**src/rtl/td4_pkg.sv**
```systemverilog
// Shared encodings for the TD4 execution controller: opcodes, ALU operand selects,
// register load-enable bit positions and sequencer state encoding.
package td4_pkg;

  localparam logic [3:0] OP_ADD_A  = 4'b0000;
  localparam logic [3:0] OP_MOV_AB = 4'b0001;
  localparam logic [3:0] OP_IN_A   = 4'b0010;
  localparam logic [3:0] OP_MOV_AI = 4'b0011;
  localparam logic [3:0] OP_MOV_BA = 4'b0100;
  localparam logic [3:0] OP_ADD_B  = 4'b0101;
  localparam logic [3:0] OP_IN_B   = 4'b0110;
  localparam logic [3:0] OP_MOV_BI = 4'b0111;
  localparam logic [3:0] OP_OUT_B  = 4'b1001;
  localparam logic [3:0] OP_OUT_I  = 4'b1011;
  localparam logic [3:0] OP_JNC    = 4'b1110;
  localparam logic [3:0] OP_JMP    = 4'b1111;

  localparam logic [1:0] SEL_A    = 2'b00;
  localparam logic [1:0] SEL_B    = 2'b01;
  localparam logic [1:0] SEL_IN   = 2'b10;
  localparam logic [1:0] SEL_ZERO = 2'b11;

  localparam int unsigned LD_A   = 0;
  localparam int unsigned LD_B   = 1;
  localparam int unsigned LD_OUT = 2;
  localparam int unsigned LD_PC  = 3;

  typedef enum logic [1:0] {
    ST_HALT  = 2'd0,
    ST_FETCH = 2'd1,
    ST_EXEC  = 2'd2
  } state_e;

endpackage

```
**src/rtl/td4_op_decode.sv**
```systemverilog
// Combinational TD4 instruction decode: opcode (+carry for JNC) to ALU operand
// select and register load enables. Unlisted opcodes decode as NOP.
module td4_op_decode
  import td4_pkg::*;
(
  input  logic [3:0] opcode_i,
  input  logic       carry_flag_i,
  output logic [1:0] select_o,
  output logic [3:0] load_o
);

  always_comb begin
    select_o = SEL_A;
    load_o   = 4'b0000;
    case (opcode_i)
      OP_ADD_A:  begin select_o = SEL_A;    load_o[LD_A]   = 1'b1; end
      OP_MOV_AB: begin select_o = SEL_B;    load_o[LD_A]   = 1'b1; end
      OP_IN_A:   begin select_o = SEL_IN;   load_o[LD_A]   = 1'b1; end
      OP_MOV_AI: begin select_o = SEL_ZERO; load_o[LD_A]   = 1'b1; end
      OP_MOV_BA: begin select_o = SEL_A;    load_o[LD_B]   = 1'b1; end
      OP_ADD_B:  begin select_o = SEL_B;    load_o[LD_B]   = 1'b1; end
      OP_IN_B:   begin select_o = SEL_IN;   load_o[LD_B]   = 1'b1; end
      OP_MOV_BI: begin select_o = SEL_ZERO; load_o[LD_B]   = 1'b1; end
      OP_OUT_B:  begin select_o = SEL_B;    load_o[LD_OUT] = 1'b1; end
      OP_OUT_I:  begin select_o = SEL_ZERO; load_o[LD_OUT] = 1'b1; end
      OP_JMP:    begin select_o = SEL_ZERO; load_o[LD_PC]  = 1'b1; end
      // JNC jumps only when the previous instruction produced no carry
      OP_JNC:    begin select_o = SEL_ZERO; load_o[LD_PC]  = ~carry_flag_i; end
      default:   begin select_o = SEL_A;    load_o         = 4'b0000; end
    endcase
  end

endmodule

```
**src/rtl/td4_exec_ctrl.sv**
```systemverilog
// TD4 multi-cycle sequencer (HALT/FETCH/EXEC) with run, halt and single-step
// debug control, a PC breakpoint and a retired-instruction counter.
module td4_exec_ctrl
  import td4_pkg::*;
#(
  parameter int CNT_W = 8
) (
  input  logic             clk,
  input  logic             reset,
  input  logic             run,
  input  logic             halt_req,
  input  logic             step_req,
  input  logic             bp_en,
  input  logic [3:0]       bp_addr,
  input  logic [3:0]       pc,
  input  logic [3:0]       opcode,
  input  logic             carry_flag,
  output logic             ir_load,
  output logic [3:0]       load,
  output logic [1:0]       select,
  output logic             pc_inc,
  output logic             flag_load,
  output logic             halted,
  output logic             step_done,
  output logic [CNT_W-1:0] instr_count,
  output state_e           dbg_state
);

  state_e           state_q;
  logic             skip_bp_q;
  logic             single_q;
  logic             step_done_q;
  logic [CNT_W-1:0] count_q;

  logic [1:0] dec_select;
  logic [3:0] dec_load;
  logic       bp_hit;

  td4_op_decode u_decode (
    .opcode_i     (opcode),
    .carry_flag_i (carry_flag),
    .select_o     (dec_select),
    .load_o       (dec_load)
  );

  // skip_bp lets execution leave a breakpointed PC after a resume or step
  assign bp_hit = bp_en && (pc == bp_addr) && !skip_bp_q;

  always_ff @(posedge clk) begin
    if (reset) begin
      state_q     <= ST_HALT;
      skip_bp_q   <= 1'b0;
      single_q    <= 1'b0;
      step_done_q <= 1'b0;
      count_q     <= '0;
    end else begin
      step_done_q <= 1'b0;
      case (state_q)
        ST_HALT: begin
          if (!halt_req) begin
            if (run) begin
              state_q   <= ST_FETCH;
              skip_bp_q <= 1'b1;
            end else if (step_req) begin
              state_q   <= ST_FETCH;
              skip_bp_q <= 1'b1;
              single_q  <= 1'b1;
            end
          end
        end
        ST_FETCH: begin
          if (bp_hit) begin
            state_q <= ST_HALT;
          end else begin
            state_q   <= ST_EXEC;
            skip_bp_q <= 1'b0;
          end
        end
        ST_EXEC: begin
          count_q <= count_q + 1'b1;
          if (single_q) begin
            state_q     <= ST_HALT;
            step_done_q <= 1'b1;
            single_q    <= 1'b0;
          end else if (halt_req || !run) begin
            state_q <= ST_HALT;
          end else begin
            state_q <= ST_FETCH;
          end
        end
        default: state_q <= ST_HALT;
      endcase
    end
  end

  // Strobes are decoded from the state register; reset masks them so an
  // instruction interrupted by reset performs no writes.
  always_comb begin
    ir_load   = 1'b0;
    load      = 4'b0000;
    select    = SEL_A;
    pc_inc    = 1'b0;
    flag_load = 1'b0;
    halted    = 1'b0;
    case (state_q)
      ST_HALT:  halted  = 1'b1;
      ST_FETCH: ir_load = !bp_hit;
      ST_EXEC: begin
        load      = dec_load;
        select    = dec_select;
        flag_load = 1'b1;
        pc_inc    = ~dec_load[LD_PC];
      end
      default: halted = 1'b1;
    endcase
    if (reset) begin
      ir_load   = 1'b0;
      load      = 4'b0000;
      pc_inc    = 1'b0;
      flag_load = 1'b0;
    end
  end

  assign step_done   = step_done_q;
  assign instr_count = count_q;
  assign dbg_state   = state_q;

endmodule
```
**config.mk**
```make
export PLATFORM = sky130hd
export DESIGN_NAME = td4_exec_ctrl
export DESIGN_NICKNAME = d
export VERILOG_FILES = /design/src/rtl/td4_pkg.sv /design/src/rtl/td4_op_decode.sv /design/src/rtl/td4_exec_ctrl.sv
export SDC_FILE = /design/constraint.sdc
export NUM_CORES = 1
export LEC_CHECK = 0
export ABC_CLOCK_PERIOD_IN_PS = 1400
export CORE_AREA = 2 2 45 68
export DETAILED_ROUTE_END_ITERATION = 12
export DIE_AREA = 0 0 47 70
export GPL_TIMING_DRIVEN = 0
export PLACE_DENSITY_LB_ADDON = 0.2
export SETUP_SLACK_MARGIN = 0.1
export SYNTH_ARGS = -nofsm -noshare
export SYNTH_HDL_FRONTEND = slang
export SYNTH_SLANG_ARGS = --single-unit
```
**constraint.sdc**
```tcl
create_clock -name clk -period 1.4 [get_ports clk]
set_input_delay 0.21 -clock clk [delete_from_list [all_inputs] [get_ports clk]]
set_output_delay 0.21 -clock clk [all_outputs]
set_load 0.005 [all_outputs]
```
After elaboration in Yosys (flattened, before gate mapping) --
Cells that the tools add are included.
Operators by class: mux-type cells 31, eq/ne operators 19, add/subtract/negate cells 1, reduce and logical (&&, ||, !) cells 21, bitwise logic cells 3
Operators by type and width (number):
- $mux W1 | 19
- $eq A4 B3 Y1 const B | 4
- $eq A4 B4 Y1 const B | 4
- $pmux W2 S3 | 2
- $mux W2 | 5
- $add A8 B1 Y8 const B | 1
- $eq A4 B2 Y1 const B | 2
- $mux W4 | 2
- $ne A2 B2 Y1 const B | 4
- $reduce_and A4 Y1 | 2
- $reduce_or A2 Y1 | 4
- $reduce_or A4 Y1 | 2
- $pmux W1 S2 | 3
- $reduce_or A5 Y1 | 1
- $eq A4 B1 Y1 const B | 1
- $eq A4 B4 Y1 | 1
- $logic_not A4 Y1 | 1
- $reduce_bool A2 Y1 | 2
- $logic_not A1 Y1 | 3
- $ne A3 B3 Y1 const B | 1
- $not A1 Y1 | 3
- $reduce_or A3 Y1 | 1
- $eq A2 B1 Y1 const B | 1
- $eq A2 B2 Y1 const B | 1
- 4 further kinds | 5
Storage, ports and cells: output and inout bits 21, input bits 19, register bits 13, word-level logic and storage cells 80

Longest topological paths before layout --
word-level depth 6, depth in mapped cells 6, depth with buffers taken out 5

Cells and area by module --
A second synthesis with hierarchy kept.
Unflattened totals: cell total of the unflattened synthesis 94, area total of the unflattened synthesis 774.5 um2
Modules (own cells, without submodules):
- td4_exec_ctrl | seq. area each 260.2 um2, instances 1, cells each 84, area an instance 718.2 um2
- td4_op_decode | seq. area each 0.0 um2, instances 1, cells each 10, area an instance 56.3 um2

Least setup slack after synthesis --
No wires, ideal clock.
path type flip-flop to output port, from register state_q[0], in the netlist dbg_state[0], to output port load[1], data required time 1.190 ns, path buffers 1, arrival time 1.197 ns, cell stages (with the launch flop) 7, setup slack -0.007 ns, cell sequence dfxtp_1 -> inv_1 -> ha_1 -> buf_6 -> nand2_1 -> inv_1 -> and3_1
Between the ends: word-level cells in the longest chain between the ends 3
Ends and longest elaborated chain:
- from (decl) | line td4_exec_ctrl.sv:29 | state_e state_q;
- from (signal assigned) | line td4_exec_ctrl.sv:51 | state_q <= ST_HALT;
- from (signal assigned) | line td4_exec_ctrl.sv:62 | state_q <= ST_FETCH;
- from (signal assigned) | line td4_exec_ctrl.sv:65 | state_q <= ST_FETCH;
- $eq A2 B2 Y1 | line td4_exec_ctrl.sv:105 | case (state_q)
- $mux W4 | line td4_exec_ctrl.sv:105
- $mux W4 | line td4_exec_ctrl.sv:116 | if (reset) begin
- to (decl) | line td4_exec_ctrl.sv:19 | output logic [3:0] load,
No other way between the ends.

Worst setup path in the final report --
from register state_q[0], in the netlist dbg_state[0], to register state_q[0], in the netlist dbg_state[0]
Between the ends: word-level cells in the longest chain between the ends 3, elaborated cells between the ends (all ways) 7, classes of those cells 4 x eq/ne; 1 x mux; 2 x reduce/logical
Ends and longest elaborated chain:
- $logic_not A2 Y1 | line td4_exec_ctrl.sv:58 | case (state_q)
- $ne A3 B3 Y1 (no source line) / $ne A2 B2 Y1 (equally long branches)
- $reduce_and A2 Y1 (no source line)
Several ways; a longest one is shown, not always the timed one. A chain may end at the register's enable or synchronous reset.

==> impl_metrics.tcl <==
set metrics [dict create \
    antenna_cells 0 \
    drc 0 \
    synth_enable_flop_cells 0 \
    yosys.cell_types.count 30 \
    synth_top_area_frac 0.343 \
    drt.antenna.violating_nets 0 \
    worst_slew_pin_slew_ns 0.501 \
    placementRows 24 \
    post_synth_inst_count 91 \
    status "finished with violations" \
    crit_path_start_kind "flop" \
    area.growth.synth_to_final_pct 88.0 \
    initialDrtViolationCount 3 \
    maximum_number_of_pins_on_one_net_before_global_route_repair 11 \
    die_w_um 47 \
    synthesis.area_per_instance_sq_um 8.35 \
    cp.arrival_ns 1.70 \
    layout-drive-gt1-share 0.404 \
    grt_overflow 0 \
    die_h_um 70 \
    synthArstFlopShare 0 \
    antenna_found_initial 0 \
    cts.htree.levels 1 \
    timing.final.ws_setup_ns -0.143 \
    critical-path-max-stage-delay_ns 0.42 \
    finalWirelength_um 2220 \
    syn-cell-area_sq_um 759 \
    gp_congestion 0.749 \
    register_area_share_after_synthesis 0.343 \
    final.min_clock_period_ns 1.54 \
    synth_top_cell_by_area "sky130_fd_sc_hd__dfxtp_1" \
    io_pins 40 \
    timing.critical_path.required_ns 1.56 \
    path_max_fanout 4 \
    nets 171 \
    failed_checks "setup timing" \
    place_hpwl_um 1570 \
    port_buffers 39 \
    timing_hold_violations_final 0 \
    preCtsSetupSlack_ns -0.617 \
    via_count_of_the_first_global_routing_pass 818 \
    die_area_sq_mm 0.00329 \
    rsz0062_at_grt "true" \
    power.leakage_uw 0.000718 \
    synth.most_common_cell "sky130_fd_sc_hd__dfxtp_1" \
    cts_inserted_buffers 3 \
    floorplan.initialDensity 0.275 \
    ys_warn_count 0 \
    max_slew_margin 0.666 \
    cap_violations 0 \
    slowest_stage "sky130_fd_sc_hd__or4_4" \
    min-delay-path-class "in -> reg" \
    timing.critical_path.buf_inv 4 \
    detailroute.via_count 845 \
    detailed_routing_iterations_pass_1 2 \
    cts_hold_buffers 0 \
    cp_top_family "simple AND/OR/NAND/NOR gates" \
    clock_sink_count 13 \
    skew_ns 0.00170 \
    finalSetupViolCount 8 \
    path_class "reg -> reg" \
    achievable-frequency_mhz 648 \
    cts.clk_slew.worst_paths_ns 0.05 \
    drv_slew 0 \
    placeableCoreArea_sq_mm 0.00276 \
    post_synth_main_area_contributors "sky130_fd_sc_hd__dfxtp_1 (34%), sky130_fd_sc_hd__xor2_1 (9.2%), sky130_fd_sc_hd__ha_1 (8.2%)" \
    cp-end-kind "flop" \
    ff_latch_count_synth 13 \
    worstSkewPairLatency_ns 0.24 \
    post_synth_net_total 115 \
    synth_top_flop_cell "sky130_fd_sc_hd__dfxtp_1" \
    fin_crit_sh 1.10 \
    grt_usage 0.140 \
    ctsRootBufferMaster "sky130_fd_sc_hd__clkbuf_8" \
    num-fill-cells 280 \
    critical_path_cell_by_cell "inv_4 > ha_4 > buf_8 > buf_6 > buf_6 > a21oi_2 > or4_4 > a21oi_2" \
    clock_tree_from_tritoncts "built" \
    grt_pass1_wl_um 3420 \
    totalNegativeSetupSlack_ns -0.749 \
    worst_hold_slack_ns 0.265 \
    post_drt_via_cell_ratio 4.57 \
    ir_drop_mv 0.606 \
    pwr_density_cell_mw_per_mm2 678 \
    route.detailed.wl_per_inst_um 12.0 \
    p_total_uw 969 \
    clk_path_buf_depth 2 \
    synth_commonest_cells "sky130_fd_sc_hd__dfxtp_1 (13), sky130_fd_sc_hd__inv_1 (10), sky130_fd_sc_hd__a21oi_1 (8), sky130_fd_sc_hd__nor2_1 (8), sky130_fd_sc_hd__xor2_1 (8)" \
]
-- worst paths after layout --
kind	endpoint	from	cells after the start	slack, ns
min	dbg_state[0]	reset	2	0.26
max reg2reg	dbg_state[0]	dbg_state[0]	8	-0.14
max	dbg_state[0]	dbg_state[0]	8	-0.14
min reg2reg	skip_bp_q	skip_bp_q	2	0.48
-- final cells by class --
type	instances	area (sq um)	share of cell area
clock buffer	4	45.0	0.0316
multi-input combinational	66	552	0.387
buffer	2	18.8	0.0131
timing repair buffer	51	438	0.307
tap	39	48.8	0.0342
inverter	10	40.0	0.0280
sequential	13	285	0.200
-- report_power, final --
part | leakage, uW | switching (uW) | internal (uW)
clock | 0.0000228 | 123 | 200
sequential | 0.000112 | 14.2 | 380
combinational | 0.000584 | 110 | 141
total | 0.000718 | 247 | 721
-- repair_timing --
item,in CTS,in global routing
pin swaps,15,6
endpoints found under the setup margin,23,22
endpoints found under the hold margin,0,0
gates resized for setup,85,16
buffers inserted,11,2
-- metrics by stage --
stage,instances,cell area (sq um),utilization
floorplan,91,787,-
global placement,169,1230,0.444
detailed placement,169,1230,0.444
CTS,184,1380,0.501
global route,185,1430,0.517
finish,185,1430,0.517
-- routing by layer --
layer	global-route usage	wire length [um]	part of all wire	vias up
li1	-	-	-	422
met1	0.152	865	0.39	394
met2	0.234	1190	0.54	25
met3	0.0258	129	0.058	4
met4	0.0833	36	0.016	0
met5	0	0	0	-
-- cell families (layout without fill, tap and decap cells) --
kind of cell             after synthesis  in the layout  share of synthesized area
AND/OR/NAND/NOR                       33             33                      0.237
AO/OA/AOI/OAI                         18             18                      0.152
flip-flops                            13             13                      0.343
buffers and inverters                 12             67                     0.0692
XOR/XNOR                               9              9                      0.104
adder cells (fa/ha/maj)                5              5                     0.0824
multiplexers                           1              1                     0.0132
-- cell usage in the layout, fill, tap and decap left out, types with 3 or more instances in the layout --
| master | Yosys | routed |
|---|---|---|
| sky130_fd_sc_hd__dlygate4sd2_1 | 0 | 16 |
| sky130_fd_sc_hd__buf_2 | 0 | 10 |
| sky130_fd_sc_hd__nor2_1 | 8 | 8 |
| sky130_fd_sc_hd__clkdlybuf4s50_1 | 0 | 8 |
| sky130_fd_sc_hd__buf_4 | 0 | 8 |
| sky130_fd_sc_hd__xor2_1 | 8 | 7 |
| sky130_fd_sc_hd__inv_1 | 10 | 6 |
| sky130_fd_sc_hd__nand2_1 | 7 | 5 |
| sky130_fd_sc_hd__a21oi_1 | 8 | 5 |
| sky130_fd_sc_hd__dfxtp_4 | 0 | 5 |
| sky130_fd_sc_hd__dlymetal6s2s_1 | 0 | 5 |
| sky130_fd_sc_hd__dfxtp_2 | 0 | 5 |
| sky130_fd_sc_hd__and3_1 | 4 | 4 |
| sky130_fd_sc_hd__a21oi_2 | 1 | 4 |
| sky130_fd_sc_hd__buf_6 | 1 | 4 |
| sky130_fd_sc_hd__inv_2 | 0 | 3 |
| sky130_fd_sc_hd__o21ai_0 | 3 | 3 |
| sky130_fd_sc_hd__clkbuf_8 | 0 | 3 |
| sky130_fd_sc_hd__dfxtp_1 | 13 | 3 |
-- sequential cells by signal (all words and copies together), names as in the netlist --
register and cells:
single_q 1, step_done 1, instr_count 8, dbg_state 2
skip_bp_q 1
(Power assumes the default switching activity.)
